## config.mk

```make
export PLATFORM = sky130hd
export DESIGN_NAME = register_tree_pq
export DESIGN_NICKNAME = d
export VERILOG_FILES = /design/src/rtl/register_tree_pq_pkg.sv /design/src/rtl/register_tree_pq_cas_node.sv /design/src/rtl/register_tree_pq.sv
export SDC_FILE = /design/constraint.sdc
export NUM_CORES = 1
export LEC_CHECK = 0
export ABC_CLOCK_PERIOD_IN_PS = 6600
export CAP_MARGIN = 10
export CORE_MARGIN = 2
export CORE_UTILIZATION = 40
export CTS_CLUSTER_DIAMETER = 80
export DETAILED_ROUTE_END_ITERATION = 12
export MAX_ROUTING_LAYER = met4
export PLACE_DENSITY_LB_ADDON = 0.05
export SLEW_MARGIN = 20
export SYNTH_ARGS = -nofsm -noshare
export SYNTH_HDL_FRONTEND = slang
export SYNTH_SLANG_ARGS = --single-unit
```

## constraint.sdc

```tcl
create_clock -name CLK -period 6.6 [get_ports CLK]
set_input_delay 1.32 -clock CLK [delete_from_list [all_inputs] [get_ports CLK]]
set_output_delay 1.32 -clock CLK [all_outputs]
set_load 0.01 [all_outputs]
```

## src/rtl/register_tree_pq_pkg.sv

```systemverilog
// Shared types and helpers for the register tree priority queue.
// Node layout is a packed struct whose widths come from the instantiating
// module, so it is provided as a macro that expands to the struct body.
`define PQ_NODE_T(KW, DW) struct packed { logic valid; logic [(KW)-1:0] key; logic [(DW)-1:0] data; }

package register_tree_pq_pkg;

    typedef enum logic {
        PH_EVEN = 1'b0,
        PH_ODD  = 1'b1
    } phase_t;

    // Keys are zero-extended to this width before comparison.
    localparam int KEY_MAX_W = 64;

    // True when item a strictly outranks item b. An invalid item never
    // outranks anything and a valid item always outranks an invalid one.
    // Equal keys are not "better", so ties never cause a swap.
    function automatic logic better(
        input logic                 a_valid,
        input logic [KEY_MAX_W-1:0] a_key,
        input logic                 b_valid,
        input logic [KEY_MAX_W-1:0] b_key,
        input logic                 max_first
    );
        if (!a_valid) return 1'b0;
        if (!b_valid) return 1'b1;
        return max_first ? (a_key > b_key) : (a_key < b_key);
    endfunction

    // Tree level of a node in heap order (root is index 0, level 0).
    function automatic int node_level(input int idx);
        int lvl;
        lvl = 0;
        for (int b = 1; b < 31; b++) begin
            if ((idx + 1) >= (1 << b)) lvl = b;
        end
        return lvl;
    endfunction

endpackage

```

## src/rtl/register_tree_pq_cas_node.sv

```systemverilog
// Combinational three-way compare-and-swap of one parent and its two
// children. The better child (left wins a tie) replaces the parent only if
// it strictly outranks it; the displaced parent moves into that child slot.
module pq_cas_node
    import register_tree_pq_pkg::*;
#(
    parameter int KEY_WIDTH  = 16,
    parameter int DATA_WIDTH = 16,
    parameter int MAX_FIRST  = 0,
    localparam int NODE_W    = 1 + KEY_WIDTH + DATA_WIDTH
) (
    input  logic [NODE_W-1:0] i_parent,
    input  logic [NODE_W-1:0] i_left,
    input  logic [NODE_W-1:0] i_right,
    output logic [NODE_W-1:0] o_parent,
    output logic [NODE_W-1:0] o_left,
    output logic [NODE_W-1:0] o_right
);
    typedef `PQ_NODE_T(KEY_WIDTH, DATA_WIDTH) node_t;

    node_t w_p, w_l, w_r, w_c;
    logic  w_sel_r;
    logic  w_swap;

    assign w_p = i_parent;
    assign w_l = i_left;
    assign w_r = i_right;

    assign w_sel_r = better(w_r.valid, KEY_MAX_W'(w_r.key),
                            w_l.valid, KEY_MAX_W'(w_l.key), MAX_FIRST != 0);
    assign w_c     = w_sel_r ? w_r : w_l;
    assign w_swap  = better(w_c.valid, KEY_MAX_W'(w_c.key),
                            w_p.valid, KEY_MAX_W'(w_p.key), MAX_FIRST != 0);

    // Swap the parent with its best child when that child outranks it.
    always_comb begin
        o_parent = i_parent;
        o_left   = i_left;
        o_right  = i_right;
        if (w_swap) begin
            o_parent = w_c;
            if (w_sel_r) o_right = w_p;
            else         o_left  = w_p;
        end
    end

endmodule

```

## src/rtl/register_tree_pq.sv

```systemverilog
// Register tree priority queue: N = 2^LEVELS-1 registered nodes in heap
// order (children of i are 2i+1, 2i+2). Pushes land in a free leaf, pops
// take the root, and idle cycles run odd/even level compare-and-swap so the
// best item rises to the root. LEVELS must be at least 2.
// Handshake: a push transfers when i_push_valid & o_push_ready at the clock
// edge; a pop transfers when o_pop_valid & i_pop_ready. Both together
// replace the root with the pushed item.
module register_tree_pq
    import register_tree_pq_pkg::*;
#(
    parameter int LEVELS     = 3,
    parameter int KEY_WIDTH  = 16,
    parameter int DATA_WIDTH = 16,
    parameter int MAX_FIRST  = 0,
    localparam int N         = (1 << LEVELS) - 1,
    localparam int CW        = $clog2(N + 1)
) (
    input  logic                  CLK,
    input  logic                  RSTn,
    input  logic                  i_flush,
    input  logic                  i_push_valid,
    output logic                  o_push_ready,
    input  logic [KEY_WIDTH-1:0]  i_push_key,
    input  logic [DATA_WIDTH-1:0] i_push_data,
    output logic                  o_pop_valid,
    input  logic                  i_pop_ready,
    output logic [KEY_WIDTH-1:0]  o_pop_key,
    output logic [DATA_WIDTH-1:0] o_pop_data,
    output logic [CW-1:0]         o_count,
    output logic                  o_full,
    output logic                  o_empty
);
    localparam int N_INT  = (1 << (LEVELS - 1)) - 1;
    localparam int N_LEAF = N - N_INT;
    localparam int IW     = $clog2(N);
    localparam int SW     = $clog2(2 * LEVELS + 1);
    localparam logic [SW-1:0] SETTLE_RELOAD = SW'(2 * LEVELS);

    typedef `PQ_NODE_T(KEY_WIDTH, DATA_WIDTH) node_t;

    node_t          r_node [N];
    node_t          w_node_nxt [N];
    node_t          w_cas_p [N_INT];
    node_t          w_cas_l [N_INT];
    node_t          w_cas_r [N_INT];
    logic [N_INT-1:0] w_cas_en;
    logic [CW-1:0]  r_count;
    logic [SW-1:0]  r_settle;
    phase_t         r_phase;
    logic           w_leaf_free;
    logic [IW-1:0]  w_leaf_idx;
    logic           w_push_fire;
    logic           w_pop_fire;
    logic           w_idle;
    node_t          w_push_node;

    for (genvar g = 0; g < N_INT; g++) begin : g_cas
        pq_cas_node #(
            .KEY_WIDTH  (KEY_WIDTH),
            .DATA_WIDTH (DATA_WIDTH),
            .MAX_FIRST  (MAX_FIRST)
        ) u_cas (
            .i_parent (r_node[g]),
            .i_left   (r_node[2*g+1]),
            .i_right  (r_node[2*g+2]),
            .o_parent (w_cas_p[g]),
            .o_left   (w_cas_l[g]),
            .o_right  (w_cas_r[g])
        );
        assign w_cas_en[g] = ((node_level(g) % 2) == 0) == (r_phase == PH_EVEN);
    end

    // Lowest-index invalid leaf; also tells whether any leaf is free.
    always_comb begin
        w_leaf_free = 1'b0;
        w_leaf_idx  = '0;
        for (int j = N_LEAF - 1; j >= 0; j--) begin
            if (!r_node[N_INT + j].valid) begin
                w_leaf_free = 1'b1;
                w_leaf_idx  = IW'(N_INT + j);
            end
        end
    end

    assign o_push_ready = w_leaf_free;
    assign o_pop_valid  = r_node[0].valid && (r_settle == '0);
    assign o_pop_key    = o_pop_valid ? r_node[0].key  : '0;
    assign o_pop_data   = o_pop_valid ? r_node[0].data : '0;
    assign o_count      = r_count;
    assign o_full       = (r_count == CW'(N));
    assign o_empty      = (r_count == '0);

    assign w_push_fire  = i_push_valid && o_push_ready;
    assign w_pop_fire   = o_pop_valid && i_pop_ready;
    assign w_idle       = !i_flush && !w_push_fire && !w_pop_fire;
    assign w_push_node  = '{valid: 1'b1, key: i_push_key, data: i_push_data};

    // Next node contents: flush, then push/pop/replace, else one CAS phase.
    always_comb begin
        for (int i = 0; i < N; i++) w_node_nxt[i] = r_node[i];
        if (i_flush) begin
            for (int i = 0; i < N; i++) w_node_nxt[i].valid = 1'b0;
        end else if (w_push_fire && w_pop_fire) begin
            w_node_nxt[0] = w_push_node;
        end else if (w_push_fire) begin
            w_node_nxt[w_leaf_idx] = w_push_node;
        end else if (w_pop_fire) begin
            w_node_nxt[0].valid = 1'b0;
        end else begin
            for (int i = 0; i < N_INT; i++) begin
                if (w_cas_en[i]) begin
                    w_node_nxt[i]       = w_cas_p[i];
                    w_node_nxt[2*i + 1] = w_cas_l[i];
                    w_node_nxt[2*i + 2] = w_cas_r[i];
                end
            end
        end
    end

    // Node storage.
    always_ff @(posedge CLK or negedge RSTn) begin
        if (!RSTn) begin
            for (int i = 0; i < N; i++) r_node[i] <= '0;
        end else begin
            for (int i = 0; i < N; i++) r_node[i] <= w_node_nxt[i];
        end
    end

    // Occupancy count, settle counter and sort phase.
    always_ff @(posedge CLK or negedge RSTn) begin
        if (!RSTn) begin
            r_count  <= '0;
            r_settle <= '0;
            r_phase  <= PH_EVEN;
        end else if (i_flush) begin
            r_count  <= '0;
            r_settle <= '0;
        end else if (w_push_fire || w_pop_fire) begin
            r_settle <= SETTLE_RELOAD;
            if (w_push_fire && !w_pop_fire) r_count <= r_count + CW'(1);
            if (w_pop_fire && !w_push_fire) r_count <= r_count - CW'(1);
        end else if (w_idle) begin
            r_phase <= (r_phase == PH_EVEN) ? PH_ODD : PH_EVEN;
            if (r_settle != '0) r_settle <= r_settle - SW'(1);
        end
    end

endmodule

```

After elaboration in Yosys (flattened, before gate mapping)

Index checks and enable logic that the tools add are counted.

Register bits: 238
Input port bits: 37
Output and inout port bits: 39
Word-level logic and storage cells: 201

Add/sub/neg operators: 3
Order comparisons: 8
Equality and inequality tests: 17
Mux-type cells: 92
Bitwise gates (word level): 4
Reduce and logical (&&, ||, !) cells: 53

Operators with widths:

| kind               | count |
|---|---|
| $mux 33            | 22 |
| $bwmux 231         | 1 |
| $mux 231           | 1 |
| $mux 230           | 1 |
| $mux 198           | 1 |
| $mux 66            | 2 |
| $demux 33 s3       | 1 |
| $mux 99            | 1 |
| $lt 16x16->1       | 6 |
| $mux 1             | 48 |
| $mux 3             | 12 |
| $reduce_and 6->1   | 6 |
| $reduce_bool 3->1  | 12 |
| $mux 16            | 2 |
| $reduce_and 5->1   | 6 |
| $ne 3x3->1 const B | 4 |
| $reduce_bool 2->1  | 6 |
| $logic_and 1x1->1  | 9 |
| $ne 3x1->1 const B | 3 |
| $ne 2x2->1 const B | 4 |
| $ne 4x2->1 const B | 2 |
| $reduce_bool 4->1  | 2 |
| $logic_not 3->1    | 2 |
| $reduce_and 2->1   | 3 |
| other kinds (15)   | 20 |

Depth between registers and ports, before layout

Gate-level depths: netlist (run 1).

Depth after elaboration: 16
Mapped depth: 22
Depth with buffers taken out: 19

By module

From an unflattened synthesis (run 1), not the netlist that was laid out.

Cells, all modules: 2227
Area, all modules: 20196.9 µm²

Modules (own cells, without submodules):

| module                           | instances | cells each | area an instance (µm²) | seq. area each (µm²) |
|---|---|---|---|---|
| register_tree_pq                 | 1         | 1312       | 12545.8                | 5955.7 |
| pq_cas_node (g_cas[0].u_cas ...) | 2         | 266        | 2438.6                 | 0.0 |
| pq_cas_node (g_cas[2].u_cas)     | 1         | 383        | 2773.9                 | 0.0 |

Least setup slack after synthesis (run 1)

No wires, ideal clock.

Path type: register -> register
Start: register r_node[30] (netlist name)
End: register r_node[143] (netlist name)
Setup time: 0.128 ns
Arrival time: 4.270 ns
Data required time: 6.472 ns
Slack: 2.203 ns
Cell stages (with the launch flop): 18
Path buffers: 2
Clock period less this slack: 4.397 ns
Cell sequence: dfrtp_1 > ha_1 > nand4_1 > nor4_1 > a21oi_1 > a21oi_1 > buf_2 > mux2_2 > ha_1 > a21oi_1 > o21ai_0 > a211oi_1 > o21ai_0 > nor4b_1 > o21ai_1 > a21oi_4 > buf_6 > mux2_1

Word-level cells in the longest chain between the ends: 9
Elaborated cells between the ends (all ways): 13
Classes of those cells: 2 x order compare; 1 x eq/ne; 9 x mux; 1 x reduce/logical

Ends and longest elaborated chain:

| what                              | line                            | source |
|---|---|---|
| $lt 16x16->1                      | register_tree_pq_pkg.sv:28      | `return max_first ? (a_key > b_key) : (a_key < b_key);` |
| $mux 1                            | register_tree_pq_pkg.sv:28      |  |
| $mux 1                            | register_tree_pq_pkg.sv:27      | `if (!b_valid) return 1'b1;` |
| $mux 33 *                         | register_tree_pq_cas_node.sv:31 | `assign w_c = w_sel_r ? w_r : w_l;` |
| $lt 16x16->1                      | register_tree_pq_pkg.sv:28      |  |
| $mux 1                            | register_tree_pq_pkg.sv:28      |  |
| $mux 1                            | register_tree_pq_pkg.sv:27      |  |
| $ne 3x1->1 (no source line)       | --                              |  |
| $reduce_and 6->1 (no source line) | --                              |  |

Every way passes the cells marked *; elsewhere a longest branch is shown, timed or not. The select of a mux whose other input is x is not followed.
A chain may end at the register's enable or synchronous reset.

Final worst setup path (run 1)

Start: register r_node[30] (netlist name)
End: register r_node[16] (netlist name)

Word-level cells in the longest chain between the ends: 9
Elaborated cells between the ends (all ways): 10
Classes of those cells: 2 x order compare; 5 x mux; 3 x reduce/logical

Ends and longest elaborated chain:

| what                                | line |
|---|---|
| $lt 16x16->1                        | register_tree_pq_pkg.sv:28 |
| $mux 1                              | register_tree_pq_pkg.sv:28 |
| $mux 1                              | register_tree_pq_pkg.sv:27 |
| $mux 33                             | register_tree_pq_cas_node.sv:31 |
| $lt 16x16->1                        | register_tree_pq_pkg.sv:28 |
| $mux 1                              | register_tree_pq_pkg.sv:28 |
| $mux 1                              | register_tree_pq_pkg.sv:27 |
| $reduce_bool 2->1 (no source line)  | -- |
| $reduce_and 6->1 (no source line) * | -- |

Every way passes the cells marked *; elsewhere a longest branch is shown, timed or not.

==> results.tsv, run 1 <==
metric	value	unit
Antenna Nets Post-Route	0	
fin crit period	6.07	ns
pwr/cell area	452	nW/µm²
final core utilization	0.468	
reg2reg path depth	18	
Buffers on Ports	75	
status	complete, no violations	
number of synthesized register bits	238	
DRC viols	0	
Routed Wire Length	47900	µm
CP startpoint	r_node[30]	
Syn Area/Cell	8.85	µm²
hold-fix buffers at CTS	0	
register area share after synthesis	0.413	
final-stage net count	1796	
Slew Viols, Final	0	
post-cts sizing count	0	
Die Y	194	µm
Crit. End Element	flop	
starting DRC count in detailed routing	827	
WP data required	7.02	ns
fmax	0.165	GHz
area of the mapped netlist	14400	µm²
routed wire length per instance	22.3	µm
Final Hold Fails	0	
# placed instances	2095	
total of warnings raised by yosys	0	
RSZ-0062 raised after global routing	no	
die width	194	µm
crit path DAT	6.49	ns
crit-path max FO	44	
drt via density	5.73	
final instance area	16600	µm²
non-filler cells, final	2149	
maximum vdd drop	0.000253	V
total power	7.52	mW
Worst setup endpoint	r_node[16]	
Min Hold Slack	0.477	ns
Sinks on Clock Net	238	
Pleak	7.69	nW
Ports	76	
worst flop-to-flop path endpoint	r_node[16]	
vias	12300	
pin count of the biggest net entering global routing	143	
root buf cell	clkbuf_16	
Place WS	0.457	ns
cells after synthesis	1630	
post-CTS setup buffer count	0	
DP Wirelength	31400	µm
Synth async-reset ratio	1.00	
initial core utilization	0.406	
antenna violations before repair	0	
crit start category	flop	
setup_tns	0	ns
period utilization	0.919	
n_diodes	0	
Area Growth Syn to Fin	15.3	%
GR Overflow Total	0	
H-tree Lvls	1	
Final Setup Violations	0	
setup slack, reg-to-reg	0.53	ns
Pre-Repair DR Iteration Count	5	
Synth Net Count	1760	
Yosys cell types	64	
EDFF count, synth	0	
min setup slack post-route	0.533	ns
DIE AREA	37600	µm²
GRT Total Usage	0.263	
vias in the first global route	12300	
Fin Clk Skew	0.00797	ns
TritonCTS clock tree	built	
Critical R2R Launch	r_node[30]	
RePlAce Congestion	0.853	
Num CTS Buffers	29	
Hold WC Path Type	reg2reg	
Worst-path clk slew	0.06	ns
start-to-end type of the worst setup path	reg2reg	
actual slew at the worst max-slew pin	1.03	ns
relative slew slack	0.314	
core box area	35600	µm²
placed cell areas	15700	µm²
first-pass GRT wire length	75000	µm
dominant synthesized flop cell	dfrtp_1	
row count	69	
layout cells sized above 1	0.0865	
clock insertion delay at the later pin of the skew report	0.56	ns
Max Cap Viol	0	
Max Buffers Root-to-Sink	3	
logic make-up after synthesis:
group           synth area share
compound gates             0.190
xor+xnor                 0.00243
fa+ha+maj                 0.0812
buf+inv                   0.0555
flops                      0.413
mux                        0.108
simple gates               0.149
metal layers:
layer / track usage / wire [µm] / vias up
met2: 0.392 / 20700 / 326
met5: - / 0 / -
met1: 0.381 / 23600 / 6060
met4: 0.0668 / 1320 / 0
met3: 0.0313 / 2250 / 79
li1: - / - / 5845
cell usage after synthesis (all sizes together) (10+ instances only):
master / number / share of area
nand2: 279 / 0.073
dfrtp: 238 / 0.41
o21ai: 143 / 0.050
nor2: 140 / 0.037
ha: 92 / 0.080
inv: 90 / 0.023
a31oi: 85 / 0.037
mux2i: 81 / 0.056
mux2: 67 / 0.052
a22oi: 65 / 0.034
clkbuf: 61 / 0.016
a21oi: 60 / 0.022
buf: 39 / 0.016
a211oi: 27 / 0.014
nor3: 25 / 0.0090
and2: 19 / 0.0082
nand3: 19 / 0.0069
o21bai: 19 / 0.010
a21o: 17 / 0.0088
nand4: 10 / 0.0043
how the worst min path moves through the flow:
stage                    from        end  slack [ns]  depth (start not counted)
floorplan           r_node[0]  r_node[0]        0.45                          2
global placement    r_node[8]  r_node[8]        0.46                          2
detailed placement  r_node[8]  r_node[8]        0.47                          2
CTS                 r_node[8]  r_node[8]        0.48                          2
global route        r_node[3]  r_node[3]        0.50                          2
finish              r_node[8]  r_node[8]        0.48                          2
cells in the final DEF, fill, tap and decap left out, drive strengths merged, types with 31 or more instances in the layout:
master,count
mux2i,81
nor2,140
inv,91
o21ai,143
a22oi,65
mux2,67
buf,31
a31oi,85
dfrtp,238
a21oi,60
clkdlybuf4s50,74
nand2,279
clkbuf,45
ha,92
power by group:
group          switching, mW  internal, mW  total (mW)
Combinational           2.02          1.33        3.35
Clock                  0.648         0.925        1.57
Sequential             0.500          2.10        2.60
Total                   3.17          4.35        7.52
sequential cells by signal (all words and copies together), names as in the netlist:
signal    cells
o_count       3
r_node      231
r_settle      3
r_phase       1
worst max-delay path, stage by stage, from the launching register on:
cell and delay [ns]:
dfrtp_1 0.40, ha_1 0.30, nand4_1 0.16, nor4_1 0.49, a21oi_1 0.21, a21oi_4 0.49
buf_4 0.36, mux2_2 0.39, ha_1 0.32, a21oi_1 0.13, o21ai_0 0.27, a211oi_1 0.27
o21ai_0 0.23, nor4b_2 0.43, or3_1 0.21, nand3_2 0.37, buf_4 0.45, a221oi_1 0.34
a21oi_1 0.08
area by class of cell:
type,count,area (µm²)
Fill cell,3526,18900
Clock buffer,45,856
Timing Repair Buffer,105,1060
Sequential cell,238,5960
Clock inverter,8,72.6
Inverter,91,342
Multi-Input combinational cell,1201,7770
Tap cell,461,577
(Power assumes the default switching activity.)
==> inputs of run 2 (changes only) <==
Settings changed: PLACE_DENSITY_LB_ADDON 0.05 to unset.
==> run 2 against run 1 <==
Net effect:
- wire length fell by 3.2%
- fmax rose by 2.2%
- count of clock-buffer cells in the layout fell by 9
- combinational power barely moved
- global-route usage fell by 0.97 points
- sequential power barely moved
- cell count barely moved
- critical path type unchanged
- largest power group unchanged
- clock power rose by 18%
- sequential share of layout area fell by 0.28 points
- first-iteration DRC count rose by 43%
- via count rose by 1.1%
- sequential cell count did not move
==> results.tsv, run 2 (synthesized netlist as in run 1, its figures left out) <==
metric	value	unit
total power	7.81	mW
Worst setup endpoint	r_node[28]	
first-pass GRT wire length	73400	µm
GRT Total Usage	0.253	
n_diodes	0	
vias	12400	
Min Hold Slack	0.479	ns
Slew Viols, Final	0	
post-CTS setup buffer count	0	
root buf cell	clkbuf_16	
fin crit period	5.94	ns
register area	5960	µm²
Final Setup Violations	0	
Place WS	0.852	ns
core box area	35600	µm²
Critical R2R Launch	r_node[60]	
worst flop-to-flop path endpoint	r_node[28]	
pwr/cell area	466	nW/µm²
fmax	0.168	GHz
crit start category	flop	
Reg power frac	0.333	
maximum vdd drop	0.000216	V
TritonCTS clock tree	built	
Fillers	3460	
DIE AREA	37600	µm²
CP startpoint	r_node[60]	
crit-path max FO	41	
vias in the first global route	12500	
status	complete, no violations	
clock network power share	0.238	
WP data required	7.04	ns
RePlAce Congestion	0.968	
crit path DAT	6.38	ns
Crit. End Element	flop	
internal cell power	4.61	mW
actual slew at the worst max-slew pin	1.02	ns
Net Sw Frac	0.410	
placed cell areas	15600	µm²
layout cells sized above 1	0.0890	
GR Overflow Total	0	
reg2reg path depth	18	
Final Hold Fails	0	
Pleak	7.75	nW
max reg flops	231	
Routed Wire Length	46400	µm
setup slack, reg-to-reg	0.66	ns
die width	194	µm
start-to-end type of the worst setup path	reg2reg	
most frequent cells in the layout	278 x nand2_1, 237 x dfrtp_1, 136 x nor2_1, 136 x o21ai_0, 92 x ha_1	
commonest non-fill, non-tap cell in the layout	nand2_1	
Ports	76	
min setup slack post-route	0.661	ns
pin count of the biggest net entering global routing	142	
antenna violations before repair	0	
setup_tns	0	ns
multi-input logic area	7770	µm²
Buffers on Ports	75	
Antenna Nets Post-Route	0	
Fin Clk Skew	0.0535	ns
clock insertion delay at the later pin of the skew report	0.59	ns
Worst-path clk slew	0.07	ns
DP Wirelength	30500	µm
H-tree Lvls	1	
post-cts sizing count	0	
Num CTS Buffers	28	
routed wire length per instance	21.6	µm
Logic pwr share	0.429	
final instance area	16800	µm²
Pre-Repair DR Iteration Count	7	
Sinks on Clock Net	238	
Area Growth Syn to Fin	16.1	%
Max Cap Viol	0	
register bank with the most flops	r_node	
row count	69	
Die Y	194	µm
DRC viols	0	
final-stage net count	1794	
drt via density	5.80	
Max Buffers Root-to-Sink	3	
P_sw	3.21	mW
period utilization	0.900	
Hold WC Path Type	reg2reg	
RSZ-0062 raised after global routing	no	
initial core utilization	0.406	
starting DRC count in detailed routing	1184	
relative slew slack	0.319	
hold-fix buffers at CTS	0	
run 2: cell count changes in the layout (fill, tap and decap cells not counted):
cell	delta
bufinv_16	+8
clkbuf_1	-6
buf_12	-4
buf_4	+3
clkbuf_8	-2
clkbuf_16	-1
clkinv_16	+1
clkinv_4	-1
clkinvlp_4	+1
inv_6	-1
nor2_1	-1
nor2_4	+1
nor4b_1	+1
nor4b_2	-1
run 2: power groups by stage:
stage / Sequential [mW] / Clock [mW] / Combinational, mW
floorplan: 2.45 / 0 / 2.35
global placement: 2.59 / 0 / 3.26
detailed placement: 2.61 / 0 / 3.31
CTS: 2.59 / 1.88 / 3.33
global route: 2.69 / 1.95 / 3.77
finish: 2.60 / 1.86 / 3.35
run 2: how the worst min path moves through the flow:
stage,to,start,depth (start not counted),slack [ns]
finish,r_node[10],r_node[10],2,0.48
global placement,r_node[43],r_node[43],2,0.46
CTS,r_node[36],r_node[36],2,0.48
detailed placement,r_node[11],r_node[11],2,0.47
floorplan,r_node[0],r_node[0],2,0.45
global route,r_node[5],r_node[5],2,0.49
run 2: area by class of cell:
cell class,count,share of cell area
clock inverter,16,0.0199
timing repair buffer,104,0.0596
sequential,238,0.355
clock buffer,36,0.0466
multi-input combinational,1201,0.464
tap,461,0.0344
inverter,91,0.0204
run 2: metrics by stage:
step / instances / utilization
after floorplan: 1630 / -
after detailed placement: 2094 / 0.439
after global routing: 2147 / 0.471
after CTS: 2146 / 0.471
after global placement: 2094 / 0.439
final: 2147 / 0.471
run 2: worst max-delay path: stages, from the launching register on:
cell,delay [ns]
dfrtp_1,0.39
inv_1,0.06
ha_1,0.32
nand4_1,0.18
nor4_1,0.41
a21oi_1,0.22
a21oi_4,0.80
mux2_2,0.43
ha_1,0.32
a21oi_1,0.16
o21ai_0,0.21
a211oi_1,0.26
o21ai_0,0.20
nor4b_1,0.40
or3_1,0.22
nand3_2,0.50
buf_4,0.49
nand2_1,0.12
o21ai_0,0.09
run 2: per-layer routing:
metal	GRT usage	part of all wire	vias to the layer above
met5	-	0	-
met4	0.0926	0.039	0
met3	0.0275	0.056	109
met2	0.393	0.45	440
met1	0.344	0.45	6080
li1	-	-	5813
